$ cat config.mk
export PLATFORM = sky130hd
export DESIGN_NAME = mem_arbiter
export DESIGN_NICKNAME = d
export VERILOG_FILES = /design/src/rtl/mem_arbiter.sv
export SDC_FILE = /design/constraint.sdc
export NUM_CORES = 1
export LEC_CHECK = 0
export BUFFER_PORTS_ARGS = -buffer_cell sky130_fd_sc_hd__buf_2
export CAP_MARGIN = 20
export CORE_ASPECT_RATIO = 1.4
export CORE_UTILIZATION = 47
export CTS_CLUSTER_DIAMETER = 60
export DETAILED_ROUTE_END_ITERATION = 7
export GPL_TIMING_DRIVEN = 0
export MAX_ROUTING_LAYER = met4
export PLACE_DENSITY_LB_ADDON = 0.2
export SKIP_CTS_REPAIR_TIMING = 1
export SLEW_MARGIN = 10
export SYNTH_ARGS = -nofsm -noshare
export SYNTH_HDL_FRONTEND = slang
export SYNTH_SLANG_ARGS = --single-unit
$ cat constraint.sdc
create_clock -name clk -period 2.17 [get_ports clk]
set_clock_uncertainty 0.1 [all_clocks]
set_input_delay 0.434 -clock clk [delete_from_list [all_inputs] [get_ports clk]]
set_output_delay 0.434 -clock clk [all_outputs]
set_load 0.01 [all_outputs]
$ cat src/rtl/mem_arbiter.sv
// rtl/mem_arbiter.sv - shares one single-port synchronous memory between fetch and data requesters
// Data has priority; a pending fetch is admitted after at most MAX_DSTREAK consecutive data grants.
module mem_arbiter #(
    parameter int AW          = 32,
    parameter int DW          = 32,
    parameter int MEM_LAT     = 1,
    parameter int MAX_DSTREAK = 4
) (
    input  logic          clk,
    input  logic          reset,
    input  logic          if_req,
    input  logic [AW-1:0] if_addr,
    output logic [DW-1:0] if_rdata,
    output logic          if_ack,
    input  logic          d_req,
    input  logic          d_we,
    input  logic [AW-1:0] d_addr,
    input  logic [DW-1:0] d_wdata,
    output logic [DW-1:0] d_rdata,
    output logic          d_ack,
    output logic          stall_if,
    output logic          stall_mem,
    output logic          mem_en,
    output logic          mem_we,
    output logic [AW-1:0] mem_addr,
    output logic [DW-1:0] mem_wdata,
    input  logic [DW-1:0] mem_rdata
);
    typedef enum logic [1:0] {IDLE, ISSUE, WAIT, RESP} state_t;

    localparam logic [2:0] LAT_INIT   = 3'(MEM_LAT);
    localparam logic [3:0] STREAK_MAX = 4'(MAX_DSTREAK);

    state_t          r_state;
    state_t          w_next;
    logic            r_owner;
    logic            r_store;
    logic [3:0]      r_streak;
    logic [2:0]      r_cnt;
    logic            r_mem_en;
    logic            r_mem_we;
    logic [AW-1:0]   r_mem_addr;
    logic [DW-1:0]   r_mem_wdata;
    logic [DW-1:0]   r_if_rdata;
    logic [DW-1:0]   r_d_rdata;
    logic            r_if_ack;
    logic            r_d_ack;
    logic            w_grant_d;
    logic            w_grant_i;
    logic            w_last;

    always_comb begin
        w_next    = r_state;
        w_grant_d = 1'b0;
        w_grant_i = 1'b0;
        w_last    = 1'b0;
        case (r_state)
            IDLE: begin
                if (d_req && (!if_req || (r_streak < STREAK_MAX))) begin
                    w_grant_d = 1'b1;
                    w_next    = ISSUE;
                end else if (if_req) begin
                    w_grant_i = 1'b1;
                    w_next    = ISSUE;
                end
            end
            ISSUE: w_next = WAIT;
            WAIT: begin
                w_last = (r_cnt == 3'd1);
                if (w_last) w_next = RESP;
            end
            RESP:    w_next = IDLE;
            default: w_next = IDLE;
        endcase
    end

    always_ff @(posedge clk or negedge reset) begin
        if (!reset) r_state <= IDLE;
        else        r_state <= w_next;
    end

    always_ff @(posedge clk or negedge reset) begin
        if (!reset) begin
            r_owner     <= 1'b0;
            r_store     <= 1'b0;
            r_streak    <= '0;
            r_cnt       <= '0;
            r_mem_en    <= 1'b0;
            r_mem_we    <= 1'b0;
            r_mem_addr  <= '0;
            r_mem_wdata <= '0;
            r_if_rdata  <= '0;
            r_d_rdata   <= '0;
            r_if_ack    <= 1'b0;
            r_d_ack     <= 1'b0;
        end else begin
            r_if_ack <= 1'b0;
            r_d_ack  <= 1'b0;
            if (w_grant_d || w_grant_i) begin
                r_owner     <= w_grant_d;
                r_store     <= w_grant_d & d_we;
                r_mem_en    <= 1'b1;
                r_mem_we    <= w_grant_d & d_we;
                r_mem_addr  <= w_grant_d ? d_addr : if_addr;
                r_mem_wdata <= w_grant_d ? d_wdata : '0;
            end
            // A data grant with fetch pending implies streak < max, so this saturates by construction.
            if (w_grant_d && if_req) r_streak <= r_streak + 4'd1;
            if (w_grant_i)           r_streak <= '0;
            if (r_state == ISSUE) begin
                r_mem_en <= 1'b0;
                r_mem_we <= 1'b0;
                r_cnt    <= LAT_INIT;
            end
            if (r_state == WAIT) r_cnt <= r_cnt - 3'd1;
            if (w_last) begin
                if (!r_owner)      r_if_rdata <= mem_rdata;
                else if (!r_store) r_d_rdata  <= mem_rdata;
                r_if_ack <= ~r_owner;
                r_d_ack  <= r_owner;
            end
        end
    end

    assign if_rdata  = r_if_rdata;
    assign if_ack    = r_if_ack;
    assign d_rdata   = r_d_rdata;
    assign d_ack     = r_d_ack;
    assign stall_if  = if_req & ~r_if_ack;
    assign stall_mem = d_req & ~r_d_ack;
    assign mem_en    = r_mem_en;
    assign mem_we    = r_mem_we;
    assign mem_addr  = r_mem_addr;
    assign mem_wdata = r_mem_wdata;

endmodule

==> results by stage <==
Floorplan:
- In this run the standard cell core region covers 12400 um^2.
- In this run the core area contains 48 standard-cell rows.
- The die is 136 um tall.
- The number of I/O pins is 267.
- Measured along the x axis, the die boundary spans 98.0 um.
- For this configuration, the core starts out at a cell density of 0.488.
- The floorplan step defined a die boundary enclosing 13400 um^2.

Finish:
- The number of antenna diodes in the final layout is 0.
- The number of nets in the layout is 887.
- The non-filler instance count after layout is 911.
- The fraction of layout instances using a drive strength above 1 is 0.495.
- The relative area change from synthesis to final layout is 36.4%.

Logic synthesis:
- By instance count, the leading cell after synthesis is sky130_fd_sc_hd__dfrtp_1.
- Counting distinct cell types in the post-synthesis netlist gives 42.
- The number of register bits inferred by synthesis is 143.
- The post-synthesis instance area is 6060 um^2.
- By area the synthesized netlist is led by sky130_fd_sc_hd__dfrtp_1 59%, sky130_fd_sc_hd__mux2_4 7.4%, sky130_fd_sc_hd__a22o_1 4.8%.
- In the synthesized netlist, the number of instances is 461.
- Counting instances in the post-synthesis netlist gives the leading cell types as 143 x sky130_fd_sc_hd__dfrtp_1, 33 x sky130_fd_sc_hd__a22o_1.
- The synthesized netlist net count is 600.
- Of all cell types, the one taking the most synthesized area is sky130_fd_sc_hd__dfrtp_1.
- The share of synthesized area in the top cell type comes to 0.590.
- The share of async-settable or async-resettable flops after synthesis is 1.00.
- Yosys printed 0 warnings.
- The synthesized area per cell is 13.2 um^2.
- Yosys mapped a number of flops with a built-in enable equal to 0.
- The most used flip-flop cell after synthesis is sky130_fd_sc_hd__dfrtp_1.
- Of the synthesized area, sequential elements account for 0.590.

Placed design:
- Buffers placed on the I/O ports in this run total 266.
- The wire-length estimate of the detail-placed layout is 12.0 mm.
- The final RePlAce weighted congestion is 0.792.
- The cell count after placement is 878.

Run status:
- The flow ran to the end, but the final reports show violations.
- The final reports fail on DRC.

Pwr:
- The largest voltage drop on the vdd net is 0.000598 V.
- For this design the static power due to leakage is 4.07 nW.
- The sum of internal, switching and leakage power is 12.9 mW.
- The total power divided by cell area is 1560 nW/um^2.

Global route:
- The global-route track usage on met3 is 0.0401.
- For this run, global-route usage on met1 was measured as 0.304.
- The first global-routing pass estimated 25.9 mm of wire.
- Across every metal layer, demand over resource in global routing totals 0.254.
- The global-route congestion overflow total is 0.
- The routing usage on met2 is 0.438.
- The global routing stage identified its most utilized layer as met2.
- Entering global routing, the biggest net connects 77 pins.
- The number of antenna violations at the first check in global routing was 0.
- The number of global-route vias before repair is 5087.

Setup path:
- In this run the worst path has a maximum fanout of 10.
- STA classifies the critical path startpoint as an input port.
- The worst setup path is of the input port to primary output kind.
- The endpoint arrival time on the critical path is 1.52 ns.
- Data on the critical path is required at its endpoint by 1.64 ns.
- The capturing element type of the critical path is a primary output.

Routing:
- The DRC violation total after the first TritonRoute iteration is 174.
- After detailed routing, the number of remaining DRC violations is 17.
- The pre-antenna-repair detailed-routing pass consisted of 8 iterations.
- After detailed routing, the average wire length per cell comes to 18.1 um.
- Using the TritonRoute via totals, the vias-per-cell ratio works out to 5.54.
- The post-detailed-routing wire length is 16.5 mm.
- For this block, the via count after detailed routing is 5048.
- The count of nets left with antenna violations once routing finished came out at 0.

Clocking:
- Counting along the longest clock path gives a buffer depth of 2.
- The H-tree generated during clock tree synthesis spans 4 levels.
- TritonCTS built the clock tree.
- The clock root buffer master is sky130_fd_sc_hd__clkbuf_16.
- The TritonCTS sink count is 143.
- Clock latency on the worst-skew pair, taken at its later pin, is 0.41 ns.
- The clock edge transition at the registers on the reported setup and hold paths is 0.06 ns.
- The number of clock buffers added by TritonCTS is 17.

STA:
- For the pin with the worst max-slew slack, the measured transition is 0.719 ns.
- Setup repair after global routing left no endpoint under its margin.
- Setup violations remaining at the end of the flow were counted as 0.
- In this run the tightest slew margin relative to its limit is 0.520.
- The highest clock rate is 487 MHz.
- The portion of the clock cycle consumed by the worst path in the final layout is 0.947.
- The number of pins with negative max-slew slack in the final report is 0.
- The worst path needs 2.06 ns of the cycle, external delays included.
- The total count of hold-check failures in the final report is 0.

Min path:
- The min-delay analysis places its worst path in the category input port to flop.

Job:
- The max-cap violation count is 0.
registers in the layout (all words and copies together), names as in the netlist:
signal     cells
if_rdata      32
d_ack          1
r_store        1
mem_we         1
mem_en         1
if_ack         1
r_streak       4
mem_addr      32
r_cnt          3
d_rdata       32
mem_wdata     32
r_state        2
r_owner        1
cell type report:
| type | instances | area [um^2] |
|---|---|---|
| fill | 990 | 4160 |
| sequential | 143 | 3580 |
| multi-input combinational | 271 | 2200 |
| timing repair buffer | 268 | 1380 |
| clock buffer | 18 | 439 |
| buffer | 41 | 263 |
| clock inverter | 14 | 206 |
| tap | 150 | 188 |
| inverter | 6 | 22.5 |
where the power goes:
part,internal [mW],switching [mW],leakage (nW)
registers,3.95,0.690,1.73
logic,2.52,2.63,2.03
clock network,1.98,1.16,0.312
metal layers:
layer  share of wire  up-vias
li1                -     2292
met1            0.39     2515
met2            0.53      224
met3           0.059       17
met4           0.015        0
met5               0        -
worst max-delay path, stage by stage:
cell	delay (ns)
sky130_fd_sc_hd__buf_2	0.09
sky130_fd_sc_hd__buf_2	0.22
sky130_fd_sc_hd__buf_1	0.44
sky130_fd_sc_hd__nor2b_1	0.18
sky130_fd_sc_hd__buf_2	0.14
logic make-up (layout without fill, tap and decap cells):
family / Yosys count / after routing / share of synthesized area
simple gates: 89 / 89 / 0.0879
mux: 66 / 66 / 0.141
buf+inv: 47 / 347 / 0.0468
compound gates: 110 / 110 / 0.122
flops: 143 / 143 / 0.590
fa+ha+maj: 6 / 6 / 0.0124
per-stage QoR:
stage	worst slack, ns	TNS (ns)	instance area [um^2]	hold WS [ns]	utilization
floorplan	0.373	0	6060	0.0384	-
global placement	-1.36	-192.02	7580	0.363	0.610
detailed placement	0.122	0	7620	0.370	0.613
CTS	0.106	0	8260	-0.0213	0.665
global route	0.00782	0	8270	0.146	0.666
finish	0.115	0	8270	0.155	0.666
cell usage in the layout (no fill, tap or decap), types with 2 or more instances in the layout:
| master | Yosys | routed |
|---|---|---|
| sky130_fd_sc_hd__buf_1 | 3 | 3 |
| sky130_fd_sc_hd__buf_4 | 3 | 3 |
| sky130_fd_sc_hd__nand4_1 | 32 | 32 |
| sky130_fd_sc_hd__a31oi_1 | 32 | 32 |
| sky130_fd_sc_hd__buf_12 | 3 | 3 |
| sky130_fd_sc_hd__bufinv_16 | 0 | 4 |
| sky130_fd_sc_hd__inv_1 | 6 | 6 |
| sky130_fd_sc_hd__nor2b_1 | 2 | 2 |
| sky130_fd_sc_hd__and2_1 | 2 | 2 |
| sky130_fd_sc_hd__inv_6 | 0 | 3 |
| sky130_fd_sc_hd__nor3_1 | 32 | 32 |
| sky130_fd_sc_hd__ha_1 | 6 | 6 |
| sky130_fd_sc_hd__clkbuf_2 | 1 | 2 |
| sky130_fd_sc_hd__mux2_2 | 16 | 16 |
| sky130_fd_sc_hd__buf_2 | 13 | 278 |
| sky130_fd_sc_hd__nor2_1 | 2 | 2 |
| sky130_fd_sc_hd__dfrtp_1 | 143 | 143 |
| sky130_fd_sc_hd__a22o_1 | 33 | 33 |
| sky130_fd_sc_hd__nand2_1 | 9 | 9 |
| sky130_fd_sc_hd__o21ai_0 | 32 | 32 |
| sky130_fd_sc_hd__mux2_4 | 30 | 30 |
| sky130_fd_sc_hd__clkbuf_16 | 0 | 17 |
| sky130_fd_sc_hd__buf_6 | 4 | 5 |
| sky130_fd_sc_hd__o21ai_1 | 4 | 4 |
| sky130_fd_sc_hd__clkinv_4 | 0 | 6 |
| sky130_fd_sc_hd__mux2_1 | 20 | 20 |
| sky130_fd_sc_hd__clkbuf_1 | 14 | 13 |
final timing paths:
kind / startpoint / end / slack (ns) / cells after the start
max: if_req / stall_if / 0.11 / 5
min: d_wdata[6] / mem_wdata[6]$_DFFE_PN0P_ / 0.16 / 2
max reg2reg: r_state[0]$_DFFE_PN0P_ / mem_addr[14]$_DFFE_PN0P_ / 0.13 / 7
min reg2reg: if_rdata[16]$_DFFE_PN0P_ / if_rdata[16]$_DFFE_PN0P_ / 0.38 / 1
max in group asynchronous: reset / mem_wdata[13]$_DFFE_PN0P_ / 0.65 / 3
min in group asynchronous: reset / d_rdata[9]$_DFFE_PN0P_ / 0.54 / 2
Power figures use the tool's default switching activity.
